[src/rtl/hydra_pkg.sv]
`default_nettype none
// ============================================================================
// Module      : hydra_pkg
// Description : Shared types and constants for the Hydra upstream transmit
//               arbiter: FSM state encoding, the FIFO source code used in
//               grant_src, the packet type and a one-hot decode helper.
// Revision    : 1.0  initial release
// ============================================================================
package hydra_pkg;

    // Default packet width including parity; data buses are one bit narrower.
    localparam int PKT_WIDTH = 64;

    typedef enum logic [2:0] {
        IDLE       = 3'd0,
        FETCH      = 3'd1,
        LOAD       = 3'd2,
        WAIT_START = 3'd3,
        WAIT_DONE  = 3'd4
    } arb_state_t;

    // grant_src code for the local event FIFO; codes 0-3 are the relay ports.
    localparam logic [2:0] SRC_FIFO = 3'd4;

    typedef logic [PKT_WIDTH-2:0] packet_t;

    function automatic logic [3:0] onehot4(input logic [1:0] idx);
        return 4'b0001 << idx;
    endfunction

endpackage : hydra_pkg
`default_nettype wire

[src/rtl/rr_select4.sv]
`default_nettype none
// ============================================================================
// Module      : rr_select4
// Description : Combinational 4-way round-robin picker. Searches req starting
//               at index ptr and wrapping modulo 4.
// Ports       : req[3:0]     request vector
//               ptr[1:0]     highest-priority index for this decision
//               gnt_idx[1:0] index of the winning request (ptr when none)
//               any          at least one request is present
// Revision    : 1.0  initial release
// ============================================================================
module rr_select4 (
    input  logic [3:0] req,
    input  logic [1:0] ptr,
    output logic [1:0] gnt_idx,
    output logic       any
);

    logic [1:0] idx;

    // Walk offsets from farthest to nearest so the request closest to ptr
    // is the last one written and therefore wins.
    always_comb begin
        gnt_idx = ptr;
        any     = 1'b0;
        idx     = ptr;
        for (int k = 3; k >= 0; k--) begin
            idx = ptr + 2'(k);
            if (req[idx]) begin
                gnt_idx = idx;
                any     = 1'b1;
            end
        end
    end

endmodule : rr_select4
`default_nettype wire

[src/rtl/hydra_tx_arbiter.sv]
`default_nettype none
// ============================================================================
// Module      : hydra_tx_arbiter
// Description : Schedules the shared upstream transmit path. Arbitrates the
//               local event FIFO against four RX relay buffers, then runs each
//               grant through fetch, load of every enabled TX UART, wait for
//               the loaded UARTs to start and finish, and release.
// Ports       : clk, reset_n_clk (async, active low)
//               enable_piso_upstream[3:0]  TX ports carrying upstream traffic
//               fifo_empty, fifo_data, read_fifo_n   local event FIFO
//               relay_valid, relay_data, relay_ack   RX relay buffers
//               tx_busy, ld_tx_data_uart, tx_data    UART TX interface
//               grant_src, arb_busy                  status
//               grant_cnt_fifo, grant_cnt_relay, timeout_cnt  statistics
// Options     : `define HYDRA_ARB_STATS_EN builds the saturating statistics
//               counters; otherwise the three counter ports read 0.
// Revision    : 1.0  initial release
// ============================================================================
module hydra_tx_arbiter
    import hydra_pkg::*;
#(
    parameter int WIDTH         = PKT_WIDTH,
    parameter int RELAY_BURST   = 4,
    parameter int START_TIMEOUT = 8
) (
    input  logic                   clk,
    input  logic                   reset_n_clk,
    input  logic [3:0]             enable_piso_upstream,
    input  logic                   fifo_empty,
    input  logic [WIDTH-2:0]       fifo_data,
    output logic                   read_fifo_n,
    input  logic [3:0]             relay_valid,
    input  logic [4*(WIDTH-1)-1:0] relay_data,
    output logic [3:0]             relay_ack,
    input  logic [3:0]             tx_busy,
    output logic [3:0]             ld_tx_data_uart,
    output logic [WIDTH-2:0]       tx_data,
    output logic [2:0]             grant_src,
    output logic                   arb_busy,
    output logic [15:0]            grant_cnt_fifo,
    output logic [15:0]            grant_cnt_relay,
    output logic [15:0]            timeout_cnt
);

    localparam int              BW         = $clog2(RELAY_BURST + 1);
    localparam int              TW         = $clog2(START_TIMEOUT + 1);
    localparam logic [BW-1:0]   BURST_MAX  = BW'(RELAY_BURST);
    localparam logic [TW-1:0]   TIMER_LAST = TW'(START_TIMEOUT - 1);

    arb_state_t       state, state_nx;
    logic [1:0]       rr_ptr;
    logic [BW-1:0]    burst_cnt;
    logic [3:0]       mask;
    logic [TW-1:0]    timer;

    logic [WIDTH-2:0] relay_pkt [4];
    logic [1:0]       rr_idx;
    logic             relay_any;
    logic             can_start;
    logic             fifo_wins;
    logic             busy_hit;
    logic             timer_done;
    logic             relay_grant;

    for (genvar p = 0; p < 4; p++) begin : g_unpack
        assign relay_pkt[p] = relay_data[p*(WIDTH-1) +: WIDTH-1];
    end

    rr_select4 u_rr (
        .req     (relay_valid),
        .ptr     (rr_ptr),
        .gnt_idx (rr_idx),
        .any     (relay_any)
    );

    assign can_start   = (|enable_piso_upstream) && ((tx_busy & enable_piso_upstream) == 4'd0)
                         && (relay_any || !fifo_empty);
    // Relays normally win; the FIFO is forced in once a full relay burst has
    // gone out while it was waiting.
    assign fifo_wins   = !fifo_empty && (!relay_any || burst_cnt == BURST_MAX);
    assign busy_hit    = |(tx_busy & mask);
    assign timer_done  = (timer == TIMER_LAST);
    assign relay_grant = (grant_src != SRC_FIFO);
    assign arb_busy    = (state != IDLE);

    always_ff @(posedge clk or negedge reset_n_clk) begin
        if (!reset_n_clk) state <= IDLE;
        else              state <= state_nx;
    end

    always_comb begin
        state_nx        = state;
        read_fifo_n     = 1'b1;
        relay_ack       = 4'd0;
        ld_tx_data_uart = 4'd0;
        case (state)
            IDLE: begin
                if (can_start) begin
                    state_nx = FETCH;
                    if (fifo_wins) read_fifo_n = 1'b0;
                    else           relay_ack   = onehot4(rr_idx);
                end
            end
            FETCH:      state_nx = LOAD;
            LOAD: begin
                ld_tx_data_uart = mask;
                state_nx        = WAIT_START;
            end
            WAIT_START: begin
                if (busy_hit)        state_nx = WAIT_DONE;
                else if (timer_done) state_nx = IDLE;
            end
            WAIT_DONE:  if (!busy_hit) state_nx = IDLE;
            default:    state_nx = IDLE;
        endcase
        // The strobes are decoded from state, which resets asynchronously;
        // hold them inactive for the whole time reset is asserted.
        if (!reset_n_clk) begin
            read_fifo_n     = 1'b1;
            relay_ack       = 4'd0;
            ld_tx_data_uart = 4'd0;
        end
    end

    always_ff @(posedge clk or negedge reset_n_clk) begin
        if (!reset_n_clk) begin
            mask      <= 4'd0;
            grant_src <= SRC_FIFO;
            rr_ptr    <= 2'd0;
            burst_cnt <= '0;
            timer     <= '0;
            tx_data   <= '0;
        end else begin
            case (state)
                IDLE: begin
                    if (can_start) begin
                        mask      <= enable_piso_upstream;
                        grant_src <= fifo_wins ? SRC_FIFO : {1'b0, rr_idx};
                    end
                end
                FETCH: begin
                    if (relay_grant) begin
                        tx_data <= relay_pkt[grant_src[1:0]];
                        rr_ptr  <= grant_src[1:0] + 2'd1;
                        // The burst only counts while the FIFO is being held off.
                        if (fifo_empty)                   burst_cnt <= '0;
                        else if (burst_cnt != BURST_MAX)  burst_cnt <= burst_cnt + 1'b1;
                    end else begin
                        tx_data   <= fifo_data;
                        burst_cnt <= '0;
                    end
                end
                LOAD:       timer <= '0;
                WAIT_START: timer <= timer + 1'b1;
                default: ;
            endcase
        end
    end

`ifdef HYDRA_ARB_STATS_EN
    logic [15:0] cnt_fifo, cnt_relay, cnt_to;

    always_ff @(posedge clk or negedge reset_n_clk) begin
        if (!reset_n_clk) begin
            cnt_fifo  <= 16'd0;
            cnt_relay <= 16'd0;
            cnt_to    <= 16'd0;
        end else begin
            if (state == FETCH && !relay_grant && cnt_fifo != 16'hFFFF)
                cnt_fifo <= cnt_fifo + 16'd1;
            if (state == FETCH && relay_grant && cnt_relay != 16'hFFFF)
                cnt_relay <= cnt_relay + 16'd1;
            if (state == WAIT_START && !busy_hit && timer_done && cnt_to != 16'hFFFF)
                cnt_to <= cnt_to + 16'd1;
        end
    end

    assign grant_cnt_fifo  = cnt_fifo;
    assign grant_cnt_relay = cnt_relay;
    assign timeout_cnt     = cnt_to;
`else
    assign grant_cnt_fifo  = 16'd0;
    assign grant_cnt_relay = 16'd0;
    assign timeout_cnt     = 16'd0;
`endif

endmodule : hydra_tx_arbiter
`default_nettype wire
[config.mk]
export PLATFORM = sky130hd
export DESIGN_NAME = hydra_tx_arbiter
export DESIGN_NICKNAME = d
export VERILOG_FILES = /design/src/rtl/hydra_pkg.sv /design/src/rtl/rr_select4.sv /design/src/rtl/hydra_tx_arbiter.sv
export SDC_FILE = /design/constraint.sdc
export NUM_CORES = 1
export LEC_CHECK = 0
export CAP_MARGIN = 20
export CORE_AREA = 2 2 175 177
export CTS_BUF_LIST = sky130_fd_sc_hd__clkbuf_16
export DETAILED_ROUTE_END_ITERATION = 8
export DIE_AREA = 0 0 177 179
export PLACE_DENSITY = 0.63
export SETUP_SLACK_MARGIN = 0.1
export SLEW_MARGIN = 20
export SYNTH_ARGS = -nofsm -noshare
export SYNTH_HDL_FRONTEND = slang
export SYNTH_SLANG_ARGS = --single-unit
[constraint.sdc]
create_clock -name clk -period 3.4 [get_ports clk]
set_input_delay 0.68 -clock clk [delete_from_list [all_inputs] [get_ports clk]]
set_output_delay 0.68 -clock clk [all_outputs]
set_load 0.01 [all_outputs]
==> summary.txt <==
Detailed routing
  – DR iter-0 viols: a little under 200
  – Vias: between 5000 and 6000
  – Via density: 4.22
  – Per-cell routed wire length: 16.2 µm
  – ANT nets after route: 0
  – Final wirelength: 21400 µm
  – Detailed-route DRC error count: 0
  – 1st-pass router iterations: 4

CTS
  – CTS Buf Count: 9
  – Clock buffer depth: 2
  – H-tree Lvls: 3
  – CTS tree: done
  – Clock Pin Slew Worst Setup and Hold Paths: 70 ps
  – Root Driver: clkbuf_16
  – Worst-Skew Late Latency: 340 ps
  – Sink Count: 82

Setup path
  – Critical-path maximum fanout: 5
  – Critical path class: in -> out
  – Critical Path Source Type: primary input
  – R2R depth: 4
  – CP required: 2720 ps
  – Worst setup EP type: primary output
  – Worst path arrival time: ~2600 ps

Finish
  – Commonest cells after routing, fill and taps aside: 400 x clkdlybuf4s50_1, 79 x dfrtp_1, 72 x a21oi_1
  – Synth-to-layout area growth: 80.3%
  – Layout cells sized above 1: 0.127
  – Nets: 1256
  – Post-Layout Cell Count: 1324
  – Most common cell after layout, fill and taps aside: clkdlybuf4s50_1

Timing
  – Slew headroom: 0.556
  – Max frequency: 302 MHz
  – Hold Worst Slack: 137 ps
  – Fin crit share: 0.973
  – Hold Vio Cnt, Final: 0
  – Max-slew violations: 0
  – Setup violators final: 0
  – Worst slew pin tran: 667 ps
  – Clk_skew: 8.39 ps
  – Min Tclk post-route: 3310 ps
  – Unrepaired setup endpoints after global routing: yes

Logic synthesis
  – Synth unique cells: 44
  – FF+latch count, synth: 82
  – Synth Warn #: 0
  – Avg Inst Size Synth: 11.2 µm²
  – Post-synthesis instance total: 525
  – Mapped Area: 5860 µm²
  – Most used flip-flop cell after synthesis: dfrtp_1
  – Register area share after synthesis: 0.350
  – Post-synth EDFFs: 0
  – Asr flop ratio synth: 1.00

Placement
  – Port Buffers: between 400 and 500
  – GPL Wtd Cong: roughly 0.74
  – Number of cells in the design after placement: 1306
  – Post-DP HPWL: 17800 µm

Pwr
  – Combinational share of power: 0.605
  – Max VDD drop: 0.000503 V
  – Final Power: 7000 µW
  – Clock share of power: 0.147
  – Leak Pwr: 0.00443 µW
  – Flop pwr share: 0.248
  – Pwr dens: 663 nW/µm²
  – Psw: 2660 µW
  – Switching Share: 0.380
  – Int Pwr: between 4000 and 5000 µW

Global routing
  – Met2 usage: 0.236
  – Met3 Use GR: 0.0394
  – Initial antenna violation count: 1
  – Vias in the first global route: 5669
  – Largest net degree at the start of global routing: 67
  – First-pass GRT wire length: ~31000 µm
  – Busiest grt layer: met2
  – Overflow after GRT: 0
  – Tot GR Track Use: 0.129
  – Met1 Use GR: 0.145

Die
  – Initial Util: 0.195
  – Core area: 30000 µm²
  – FP Rows: 64
  – Die height: 179 µm
  – Top Ports: 454
  – Die area: 31700 µm²
  – Chip width: 177 µm

Outcome
  – Outcome: finished, final reports clean

Hold path
  – Hold Crit Class: in -> async

Flow run
  – Max-Cap Viols: 0
## worst max-delay path, cell delays in order
cell             delay (ps)
clkdlybuf4s50_1         420
buf_4                   160
or4_1                   420
a21o_1                  200
nand4_1                 210
nor3_2                   60
clkdlybuf4s50_1         480
## synth_stat cells, types with 8 or more instances
library cell | n | share of area
a21oi_1 | 72 | 0.061
o21ai_0 | 9 | 0.0077
nand2_1 | 13 | 0.0083
mux2i_1 | 63 | 0.11
buf_2 | 13 | 0.011
dfrtp_1 | 81 | 0.35
clkbuf_1 | 17 | 0.011
nor2_1 | 69 | 0.044
inv_1 | 8 | 0.0051
buf_4 | 48 | 0.061
mux4_2 | 63 | 0.24
## power groups by stage
| stage | Clock (µW) | Combinational, µW | Sequential, µW |
|---|---|---|---|
| global placement | 0 | 4270 | 1750 |
| detailed placement | 0 | 4320 | 1760 |
| floorplan | 0 | 2420 | 1880 |
| CTS | 1090 | 4330 | 1740 |
| global route | 1110 | 4630 | 1800 |
| finish | 1030 | 4240 | 1740 |
## registers in the layout, summed over array words and instances (netlist names)
register,flops
timer,4
state,3
tx_data,63
mask,4
burst_cnt,3
rr_ptr,2
grant_src,3
## through the flow
stage           util  cell area (µm²)  worst slack, ps  setup TNS, ps
2_1_floorplan      -             6040              638              0
3_3_place_gp   0.341            10200             58.2              0
3_5_place_dp   0.341            10200             81.4              0
4_1_cts        0.351            10500             83.6              0
5_1_grt        0.352            10600            -20.8          -20.8
6_report       0.352            10600             90.6              0
## final timing paths
kind / start / slack, ps / end
worst max-delay path: relay_valid[2] / 90 / relay_ack[3]
worst min-delay path: reset_n_clk / 140 / mask[1]
worst max register to register: grant_src[0] / 1360 / tx_data[14]
worst min register to register: tx_data[0] / 530 / tx_data[0]
max in group asynchronous: reset_n_clk / 2440 / tx_data[10]
min in group clk: tx_data[0] / 530 / tx_data[0]
## cell families after synthesis
group                      after synthesis  share of synthesized area
AOI/OAI and AO/OA                      101                     0.0982
xor gates and xnor gates                 1                    0.00150
adders and majority gates                4                    0.00854
buffers and inverters                   94                     0.0950
DFF                                     82                      0.350
muxes                                  133                      0.363
other                                    1                   0.000640
and+or+nand+nor                        109                     0.0824
## final cells by class
cell class / instances / area (µm²)
repair buffers: 425 / 4230
clock inverters: 7 / 75.1
flip-flops and latches: 82 / 2060
well taps: 396 / 495
multi-input cells: 396 / 3450
diodes: 1 / 2.50
fillers: 3063 / 19500
clock buffers: 9 / 225
inverters: 8 / 30.0
## per-layer routing
layer  share of wire  vias to the layer above
li1                -                     2661
met1            0.38                     2652
met2            0.52                      264
met3           0.082                       15
met4           0.014                        0
met5               0                        -
## timing repair
action                                  CTS  global route
gates resized for setup                   2             4
hold endpoints to repair                  0             0
setup buffers                             0             1
hold buffers                              0             0
pin swaps                                 2             4
endpoints found under the setup margin    4             3
Power figures use the tool's default switching activity.
